==> src/rtl/alu_dispatch_24bit.sv <==
// ALU operation dispatcher: one-hot unit select plus a registered result, with a shift-add multiplier for MUL.
// Latency: non-MUL result is valid on the edge after accept; MUL result is valid WIDTH edges after accept.
// Backpressure: in_ready drops while an op is in flight; the result is held in DONE until out_ready.
module alu_dispatch_24bit #(
  parameter int WIDTH = 24,
  parameter int CNT_W = 5
) (
  input  logic             clk,
  input  logic             reset,
  input  logic             in_valid,
  output logic             in_ready,
  input  logic [2:0]       in_sel,
  input  logic [WIDTH-1:0] in_a,
  input  logic [WIDTH-1:0] in_b,
  output logic [7:0]       unit_sel,
  output logic             busy,
  output logic             out_valid,
  input  logic             out_ready,
  output logic [WIDTH-1:0] out_result,
  output logic             out_err
);

  typedef enum logic [1:0] {S_IDLE, S_BUSY, S_DONE} state_t;

  localparam logic [2:0] OP_AND = 3'd0;
  localparam logic [2:0] OP_OR  = 3'd1;
  localparam logic [2:0] OP_ADD = 3'd2;
  localparam logic [2:0] OP_SLT = 3'd3;
  localparam logic [2:0] OP_MUL = 3'd4;
  localparam logic [2:0] OP_XOR = 3'd5;
  localparam logic [2:0] OP_SLL = 3'd6;
  localparam logic [2:0] OP_ILL = 3'd7;

  localparam logic [CNT_W-1:0] LAST_CNT = CNT_W'(WIDTH - 1);

  state_t           state_q, state_d;
  logic [7:0]       unit_sel_q, unit_sel_d;
  logic [WIDTH-1:0] result_q, result_d;
  logic             err_q, err_d;
  logic [WIDTH-1:0] mcand_q, mcand_d;
  logic [WIDTH-1:0] mplier_q, mplier_d;
  logic [WIDTH-1:0] acc_q, acc_d;
  logic [CNT_W-1:0] cnt_q, cnt_d;

  logic [WIDTH-1:0] alu_res;
  logic [WIDTH-1:0] acc_sum;
  logic [4:0]       shamt;

  // Reset gates in_ready so no request is taken while reset is applied.
  assign in_ready   = (state_q == S_IDLE) && !reset;
  assign busy       = (state_q == S_BUSY);
  assign out_valid  = (state_q == S_DONE);
  assign unit_sel   = unit_sel_q;
  assign out_result = result_q;
  assign out_err    = err_q;

  assign shamt   = in_b[4:0];
  // One shift-add step: add the multiplicand when the current multiplier LSB is set.
  assign acc_sum = acc_q + (mplier_q[0] ? mcand_q : '0);

  // Single-cycle result for every opcode except MUL (MUL is handled by the iteration path).
  always_comb begin
    alu_res = '0;
    case (in_sel)
      OP_AND: alu_res = in_a & in_b;
      OP_OR:  alu_res = in_a | in_b;
      OP_ADD: alu_res = in_a + in_b;
      OP_SLT: alu_res = {{(WIDTH-1){1'b0}}, ($signed(in_a) < $signed(in_b))};
      OP_XOR: alu_res = in_a ^ in_b;
      OP_SLL: alu_res = (int'(shamt) >= WIDTH) ? '0 : (in_a << shamt);
      default: alu_res = '0;
    endcase
  end

  // Next-state and datapath-register update for the IDLE/BUSY/DONE sequencer.
  always_comb begin
    state_d    = state_q;
    unit_sel_d = unit_sel_q;
    result_d   = result_q;
    err_d      = err_q;
    mcand_d    = mcand_q;
    mplier_d   = mplier_q;
    acc_d      = acc_q;
    cnt_d      = cnt_q;
    case (state_q)
      S_IDLE: begin
        if (in_valid && in_ready) begin
          unit_sel_d = 8'd1 << in_sel;
          if (in_sel == OP_MUL) begin
            mcand_d  = in_a;
            mplier_d = in_b;
            acc_d    = '0;
            cnt_d    = '0;
            err_d    = 1'b0;
            state_d  = S_BUSY;
          end else begin
            result_d = alu_res;
            err_d    = (in_sel == OP_ILL);
            state_d  = S_DONE;
          end
        end
      end
      S_BUSY: begin
        acc_d    = acc_sum;
        mcand_d  = mcand_q << 1;
        mplier_d = mplier_q >> 1;
        cnt_d    = cnt_q + CNT_W'(1);
        if (cnt_q == LAST_CNT) begin
          result_d = acc_sum;
          state_d  = S_DONE;
        end
      end
      S_DONE: begin
        // Result and error flag stay visible after the handshake; only the unit select clears.
        if (out_ready) begin
          unit_sel_d = '0;
          state_d    = S_IDLE;
        end
      end
      default: state_d = S_IDLE;
    endcase
  end

  // State and datapath registers; reset abandons any in-flight operation.
  always_ff @(posedge clk or posedge reset) begin
    if (reset) begin
      state_q    <= S_IDLE;
      unit_sel_q <= '0;
      result_q   <= '0;
      err_q      <= 1'b0;
      mcand_q    <= '0;
      mplier_q   <= '0;
      acc_q      <= '0;
      cnt_q      <= '0;
    end else begin
      state_q    <= state_d;
      unit_sel_q <= unit_sel_d;
      result_q   <= result_d;
      err_q      <= err_d;
      mcand_q    <= mcand_d;
      mplier_q   <= mplier_d;
      acc_q      <= acc_d;
      cnt_q      <= cnt_d;
    end
  end

endmodule

==> config.mk <==
export PLATFORM = sky130hd
export DESIGN_NAME = alu_dispatch_24bit
export DESIGN_NICKNAME = d
export VERILOG_FILES = /design/src/rtl/alu_dispatch_24bit.sv
export SDC_FILE = /design/constraint.sdc
export NUM_CORES = 1
export LEC_CHECK = 0
export ABC_AREA = 1
export BUFFER_PORTS_ARGS = -buffer_cell sky130_fd_sc_hd__buf_4
export CAP_MARGIN = 20
export CORE_MARGIN = 5
export CORE_UTILIZATION = 40
export CTS_CLUSTER_DIAMETER = 100
export CTS_CLUSTER_SIZE = 20
export DETAILED_ROUTE_END_ITERATION = 16
export SYNTH_ARGS = -nofsm -noshare
export SYNTH_HDL_FRONTEND = slang
export SYNTH_SLANG_ARGS = --single-unit
==> constraint.sdc <==
create_clock -name clk -period 3.4 [get_ports clk]
set_input_delay 0.68 -clock clk [delete_from_list [all_inputs] [get_ports clk]]
set_output_delay 0.68 -clock clk [all_outputs]
set_load 0.01 [all_outputs]
; ---- Word-level counts from Yosys, hierarchy flattened
; Cells that the tools add are included.
[word_totals]
register_bits = 112
input_bits = 55
output_inout_bits = 36
elab_cells = 73
[op_classes]
addsub = 3
n_lt_le_gt_ge = 2
n_eq_ne = 15
shift = 2
muxes = 28
bitwise = 3
n_reduce_logical = 12
[op_table]
columns = operator, n
row1 = two-way mux 24 bit, 11
row2 = one-hot mux 24 bit (2 select lines), 4
row3 = one-hot mux 24 bit (6 select lines), 1
row4 = adder 24 bit, 2
row5 = AND 24 bit, 1
row6 = < comparator 24 bit, 1
row7 = OR 24 bit, 1
row8 = << shifter 24 x 5 -> 24 bit, 1
row9 = XOR 24 bit, 1
row10 = two-way mux 8 bit, 2
row11 = one-hot mux 8 bit (2 select lines), 1
row12 = equality test 3 bit (second input constant), 4
row13 = two-way mux 5 bit, 2
row14 = one-hot mux 5 bit (2 select lines), 1
row15 = AND reduction 3 bit, 3
row16 = two-way mux 2 bit, 4
row17 = inequality test 2 x 1 -> 1 bit (second input constant), 4
row18 = << shifter 1 x 3 -> 8 bit (first input constant), 1
row19 = equality test 3 x 2 -> 1 bit (second input constant), 2
row20 = one-hot mux 2 bit (3 select lines), 1
row21 = adder 5 x 1 -> 5 bit (second input constant), 1
row22 = equality test 5 bit (second input constant), 1
row23 = greater-or-equal comparator 5 bit (second input constant), 1
row24 = AND reduction 4 bit, 1
row25 = other kinds (11), 13

; ---- Longest topological paths before layout
[depth]
ltp_word = 6
ltp_mapped = 19
ltp_nobuf = 17

; ---- Worst setup path before layout
; No wires, ideal clock.
[synth_path]
path_type = reg2reg
start = register mplier_q[0]
end = register result_q[14], in the netlist out_result[14]
setup_time_ps = 121
arrival_time_ps = 2650
required_time_ps = 3279
path_slack_ps = 629
stages_incl_launch_ff = 19
path_buffers = 2
period_less_slack_ps = 2771
cell_sequence = dfrtp_1 -> clkbuf_1 -> clkbuf_1 -> nand2_1 -> inv_1 -> ha_1 -> inv_1 -> fa_1 -> inv_1 -> nand2_1 -> o21ai_0 -> nand2_1 -> nand2_1 -> nand2_1 -> nand2_1 -> xor2_1 -> nor2_1 -> nor2_1 -> a21oi_1
[synth_via]
elab_chain_len = 4
[synth_lines]
columns = element, line
row1 = start: declaration, 41  ; logic [WIDTH-1:0] mplier_q, mplier_d;
row2 = start signal: assignment, 141  ; mplier_q <= mplier_d;
row3 = two-way mux 24 bit, 59  ; assign acc_sum = acc_q + (mplier_q[0] ? mcand_q : '0);
row4 = adder 24 bit, 59
row5 = two-way mux 24 bit, 108  ; if (cnt_q == LAST_CNT) begin
row6 = one-hot mux 24 bit (2 select lines), 85  ; case (state_q)
row7 = end signal: assignment, 138  ; result_q <= result_d;
row8 = end: declaration, 38  ; logic [WIDTH-1:0] result_q, result_d;
; Every way passes these cells. The select of a mux whose other input is x is not followed.
; A chain may end at the register's enable or synchronous reset.

; ---- Worst setup path in the final report
[layout_path]
start = register mplier_q[0]
end = register result_q[22], in the netlist out_result[22]
; The elaborated chain is that of the path after synthesis.

==> report_table.html <==
<table>
<tr><th>Metric</th><th>Value</th></tr>
<tr><th colspan="2">Yosys</th></tr>
<tr><td>Flop and latch count out of synthesis</td><td>112</td></tr>
<tr><td>Synthesized area per cell</td><td>6.22 um^2</td></tr>
<tr><td>Cell taking the most area after synthesis</td><td>sky130_fd_sc_hd__dfrtp_1</td></tr>
<tr><td>Post-synthesis adder-cell area fraction</td><td>between 10% and 20%</td></tr>
<tr><td>Number of standard cells after synthesis</td><td>1733</td></tr>
<tr><td>Asr flop ratio synth</td><td>100%</td></tr>
<tr><td>Leading register cell type out of synthesis</td><td>sky130_fd_sc_hd__dfrtp_1</td></tr>
<tr><td>Yosys Warn Count</td><td>0</td></tr>
<tr><td>Part of the Yosys area used for sequential elements</td><td>26.0%</td></tr>
<tr><td>Unique masters post-synth</td><td>42</td></tr>
<tr><td>Complex-gate fraction of the synthesized area</td><td>15.6%</td></tr>
<tr><td>Synthesized net count</td><td>between 1500 and 2000</td></tr>
<tr><td>Portion of synthesized cell area occupied by the leading cell type</td><td>26.0%</td></tr>
<tr><td>Xor/xnor cell area share of the yosys netlist</td><td>0.406%</td></tr>
<tr><td>Simple-gate share of the synthesized area</td><td>34.9%</td></tr>
<tr><td>Number of synthesized flops with an enable pin</td><td>0</td></tr>
<tr><td>Largest family of logic cells by synthesized area</td><td>simple AND/OR/NAND/NOR gates</td></tr>
<tr><td>Share of synthesized area spent on multiplexers</td><td>0%</td></tr>
<tr><td>Most area-consuming cells after synthesis</td><td>sky130_fd_sc_hd__dfrtp_1 26%, sky130_fd_sc_hd__nand2_1 19%, sky130_fd_sc_hd__ha_1 11%</td></tr>
<tr><td>Post-Synthesis Cell Area</td><td>~11000 um^2</td></tr>
<tr><th colspan="2">Clocking</th></tr>
<tr><td># hold bufs at CTS</td><td>0</td></tr>
<tr><td>Number of resized instances in the post-cts repair step</td><td>0</td></tr>
<tr><td>Clk buf depth</td><td>2</td></tr>
<tr><td>Clock tree from TritonCTS</td><td>built</td></tr>
<tr><td>Source-to-sink clock delay at the later pin of the worst-skew pair</td><td>0.37 ns</td></tr>
<tr><td>Clock sinks</td><td>112</td></tr>
<tr><td>H-Tree Depth</td><td>3</td></tr>
<tr><td>Clock-pin transition on the worst setup and hold timing paths</td><td>0.09 ns</td></tr>
<tr><td>Clock tree root driver cell</td><td>sky130_fd_sc_hd__clkbuf_16</td></tr>
<tr><td>TritonCTS Buffers</td><td>9</td></tr>
<tr><td>Post-CTS setup-driven buffer insertion count</td><td>0</td></tr>
<tr><th colspan="2">Placed design</th></tr>
<tr><td>DP Area</td><td>11900 um^2</td></tr>
<tr><td>Dpl hpwl</td><td>35.8 mm</td></tr>
<tr><td>Routability-driven placement congestion ratio</td><td>around 1</td></tr>
<tr><td>Number of cells after detailed placement</td><td>2136</td></tr>
<tr><td>Pre-CTS setup slack</td><td>0.429 ns</td></tr>
<tr><td>PortBufs</td><td>90</td></tr>
<tr><th colspan="2">GRT</th></tr>
<tr><td>Number of antenna violations at the first check in global routing</td><td>1</td></tr>
<tr><td>Via count of the first global-routing pass</td><td>11225</td></tr>
<tr><td>Wire length of the first global-routing pass</td><td>67.3 mm</td></tr>
<tr><td>Pin count of the biggest net entering global routing</td><td>between 80 and 90</td></tr>
<tr><td>Global route total overflow</td><td>0</td></tr>
<tr><td>Overall routing resource usage</td><td>approximately 29%</td></tr>
<tr><th colspan="2">STA</th></tr>
<tr><td>Total negative setup slack</td><td>0 ns</td></tr>
<tr><td>Least setup slack across all paths after layout</td><td>between 0.4 and 0.5 ns</td></tr>
<tr><td>Slew of the pin with the lowest slew margin</td><td>0.771 ns</td></tr>
<tr><td>Period utilisation layout</td><td>85.5%</td></tr>
<tr><td>Pins over their slew limit</td><td>0</td></tr>
<tr><td>Final hold slack</td><td>0.441 ns</td></tr>
<tr><td>Tightest slew margin relative to the limit</td><td>48.5%</td></tr>
<tr><td>Number of setup violations in the final report</td><td>0</td></tr>
<tr><td>Final hold violations</td><td>0</td></tr>
<tr><td>RSZ-0062 raised after global routing</td><td>false</td></tr>
<tr><td>Max frequency</td><td>344 MHz</td></tr>
<tr><td>Fin Clk Skew</td><td>~0.018 ns</td></tr>
<tr><td>Post-layout minimum cycle time</td><td>2.91 ns</td></tr>
<tr><th colspan="2">Route</th></tr>
<tr><td>1st-iter DRT viols</td><td>982</td></tr>
<tr><td>Overall via count from detail_route</td><td>11656</td></tr>
<tr><td>Number of optimization iterations in the first detailed-route pass</td><td>6</td></tr>
<tr><td>Routed wirelength normalized by instance count</td><td>slightly above 20 um</td></tr>
<tr><td>Post-detailed-route via-to-cell ratio</td><td>around 5.4</td></tr>
<tr><td>DRC viols</td><td>0</td></tr>
<tr><td>Aggregate routed wire length</td><td>roughly 44 mm</td></tr>
<tr><td>Antenna Violating Nets Remaining</td><td>0</td></tr>
<tr><th colspan="2">Floorplan</th></tr>
<tr><td>Initial Utilization</td><td>40.3%</td></tr>
<tr><td>Die Span X</td><td>174 um</td></tr>
<tr><td>Core Box Area</td><td>26700 um^2</td></tr>
<tr><td>Standard-cell rows</td><td>60</td></tr>
<tr><td>Io pins</td><td>91</td></tr>
<tr><td>Die Area</td><td>30300 um^2</td></tr>
<tr><td>Y dimension of the die</td><td>between 150 and 200 um</td></tr>
<tr><th colspan="2">Cells and area</th></tr>
<tr><td>Share of final-layout standard cells stronger than drive strength 1</td><td>8.50%</td></tr>
<tr><td>Final-stage net count</td><td>1960</td></tr>
<tr><td>Commonest non-fill, non-tap cells in the layout</td><td>555 x sky130_fd_sc_hd__nand2_1, 238 x sky130_fd_sc_hd__inv_1, 171 x sky130_fd_sc_hd__nand3_1, 144 x sky130_fd_sc_hd__nor2_1, 123 x sky130_fd_sc_hd__buf_4</td></tr>
<tr><td>Count of antenna diodes in the layout</td><td>0</td></tr>
<tr><td>Growth of design area from synthesis to finish</td><td>13.3%</td></tr>
<tr><td>Total non-filler cell area in the finished layout</td><td>12200 um^2</td></tr>
<tr><td>Fill cell instance count of the final layout</td><td>2928</td></tr>
<tr><td>Final cell count without fillers</td><td>2152</td></tr>
<tr><td>Most frequent standard cell in the layout excluding fill and tap cells</td><td>sky130_fd_sc_hd__nand2_1</td></tr>
<tr><th colspan="2">Critical path</th></tr>
<tr><td>Data required time at the worst endpoint</td><td>3.65 ns</td></tr>
<tr><td>Worst setup path class</td><td>flip-flop to flip-flop</td></tr>
<tr><td>Critical Path Source Type</td><td>flip-flop</td></tr>
<tr><td>Worst setup path start</td><td>mplier_q[0]</td></tr>
<tr><td>Arrival time of data at the critical path endpoint</td><td>roughly 3.2 ns</td></tr>
<tr><td>Startpoint of the lowest-slack register-to-register path</td><td>mplier_q[0]</td></tr>
<tr><td>Kind of end point of the critical path</td><td>flip-flop</td></tr>
<tr><td>Crit-path max FO</td><td>5</td></tr>
<tr><th colspan="2">Worst hold path</th></tr>
<tr><td>Class of the worst hold path</td><td>primary input to asynchronous set/reset pin</td></tr>
<tr><th colspan="2">Power and ir drop</th></tr>
<tr><td>LEAKAGE</td><td>6.64 nW</td></tr>
<tr><td>Worst vdd ir</td><td>0.000283 V</td></tr>
<tr><td>Pwr Density</td><td>between 600 and 700 nW/um^2</td></tr>
<tr><th colspan="2">Run status</th></tr>
<tr><td>Status</td><td>complete, no violations</td></tr>
<tr><th colspan="2">Run</th></tr>
<tr><td>Max-cap violations</td><td>0</td></tr>
</table>
per-layer routing:
metal | vias up | track usage, % | share of wire, %
met1 | 5477 | 39.7 | 46
met3 | 58 | 3.59 | 4.7
li1 | 5764 | - | -
met2 | 357 | 47.3 | 46
met4 | 0 | 8.22 | 3.0
met5 | - | 0 | 0
state kept, by name, indices dropped and copies added, names as in the netlist:
| signal | flops |
|---|---|
| unit_sel | 8 |
| out_err | 1 |
| acc_q | 24 |
| out_result | 24 |
| cnt_q | 5 |
| mplier_q | 24 |
| mcand_q | 24 |
| state_q | 2 |
cell type report:
cell class | count | area, um^2 | share of cell area (%)
inverters | 245 | 923 | 7.56
multi-input cells | 1311 | 6750 | 55.2
clock inverters | 7 | 87.6 | 0.717
clock buffers | 9 | 225 | 1.84
flip-flops and latches | 112 | 2800 | 22.9
well taps | 341 | 427 | 3.49
repair buffers | 127 | 1000 | 8.21
path summary, 6_finish.rpt:
kind | end | slack [ns] | depth (start not counted)
worst min-delay path | mplier_q[1] | 0.44 | 2
worst max register to register | out_result[22] | 0.49 | 18
worst max-delay path | out_result[22] | 0.49 | 18
worst min register to register | acc_q[4] | 0.49 | 2
max in group asynchronous | mplier_q[20] | 2.16 | 3
min in group clk | acc_q[4] | 0.49 | 2
where the power goes:
| group | switching (mW) | leakage (nW) | internal (mW) | total (mW) |
|---|---|---|---|---|
| clock | 0.642 | 0.149 | 0.537 | 1.18 |
| combinational | 2.72 | 5.13 | 1.50 | 4.22 |
| sequential | 0.416 | 1.35 | 1.93 | 2.34 |
Yosys cell counts, types with 2 or more instances:
cell type	n
sky130_fd_sc_hd__a21o_1	2
sky130_fd_sc_hd__clkbuf_1	34
sky130_fd_sc_hd__clkinv_1	3
sky130_fd_sc_hd__and2_1	2
sky130_fd_sc_hd__ha_1	97
sky130_fd_sc_hd__buf_1	6
sky130_fd_sc_hd__inv_2	3
sky130_fd_sc_hd__a31oi_1	30
sky130_fd_sc_hd__and3_1	2
sky130_fd_sc_hd__o22ai_1	23
sky130_fd_sc_hd__nand4_1	21
sky130_fd_sc_hd__or2_2	3
sky130_fd_sc_hd__o21ai_1	9
sky130_fd_sc_hd__inv_1	239
sky130_fd_sc_hd__buf_2	19
sky130_fd_sc_hd__nand2_1	555
sky130_fd_sc_hd__nor3_1	12
sky130_fd_sc_hd__xor2_1	4
sky130_fd_sc_hd__dfrtp_1	112
sky130_fd_sc_hd__buf_6	6
sky130_fd_sc_hd__o21ai_0	74
sky130_fd_sc_hd__a21oi_1	99
sky130_fd_sc_hd__nand3b_1	2
sky130_fd_sc_hd__o31ai_1	2
sky130_fd_sc_hd__o211ai_1	29
sky130_fd_sc_hd__a21boi_0	3
sky130_fd_sc_hd__o221ai_1	6
sky130_fd_sc_hd__o21bai_1	7
sky130_fd_sc_hd__nand3_1	171
sky130_fd_sc_hd__fa_1	2
sky130_fd_sc_hd__nor2_1	144
sky130_fd_sc_hd__a22o_1	2
worst max-delay path, cell delays in order (launching register included):
cell and delay (ns):
sky130_fd_sc_hd__dfrtp_1 0.38, sky130_fd_sc_hd__nand2_1 0.06, sky130_fd_sc_hd__inv_1 0.05, sky130_fd_sc_hd__ha_1 0.28
sky130_fd_sc_hd__inv_1 0.09, sky130_fd_sc_hd__fa_1 0.44, sky130_fd_sc_hd__inv_1 0.14, sky130_fd_sc_hd__nand2_1 0.11
sky130_fd_sc_hd__o21ai_0 0.17, sky130_fd_sc_hd__buf_4 0.16, sky130_fd_sc_hd__nand2_1 0.05, sky130_fd_sc_hd__nand2_1 0.18
sky130_fd_sc_hd__nand3_1 0.17, sky130_fd_sc_hd__nand3_1 0.13, sky130_fd_sc_hd__nand2_1 0.05, sky130_fd_sc_hd__nand3_1 0.11
sky130_fd_sc_hd__nand2_1 0.07, sky130_fd_sc_hd__nand2_1 0.09, sky130_fd_sc_hd__nand2_1 0.06
cell families (layout without fill, tap and decap cells):
family                     Yosys count  count (layout)
buffers and inverters              310             388
AOI/OAI and AO/OA                  291             291
adders and majority gates           99              99
DFF                                112             112
and+or+nand+nor                    916             916
xor gates and xnor gates             5               5
metrics by stage:
step | power [mW] | utilization, %
global route | 8.46 | 45.7
detailed placement | 6.57 | 44.6
CTS | 7.77 | 45.7
floorplan | 5.09 | -
finish | 7.74 | 45.7
global placement | 6.54 | 44.6
Power figures use the tool's default switching activity.
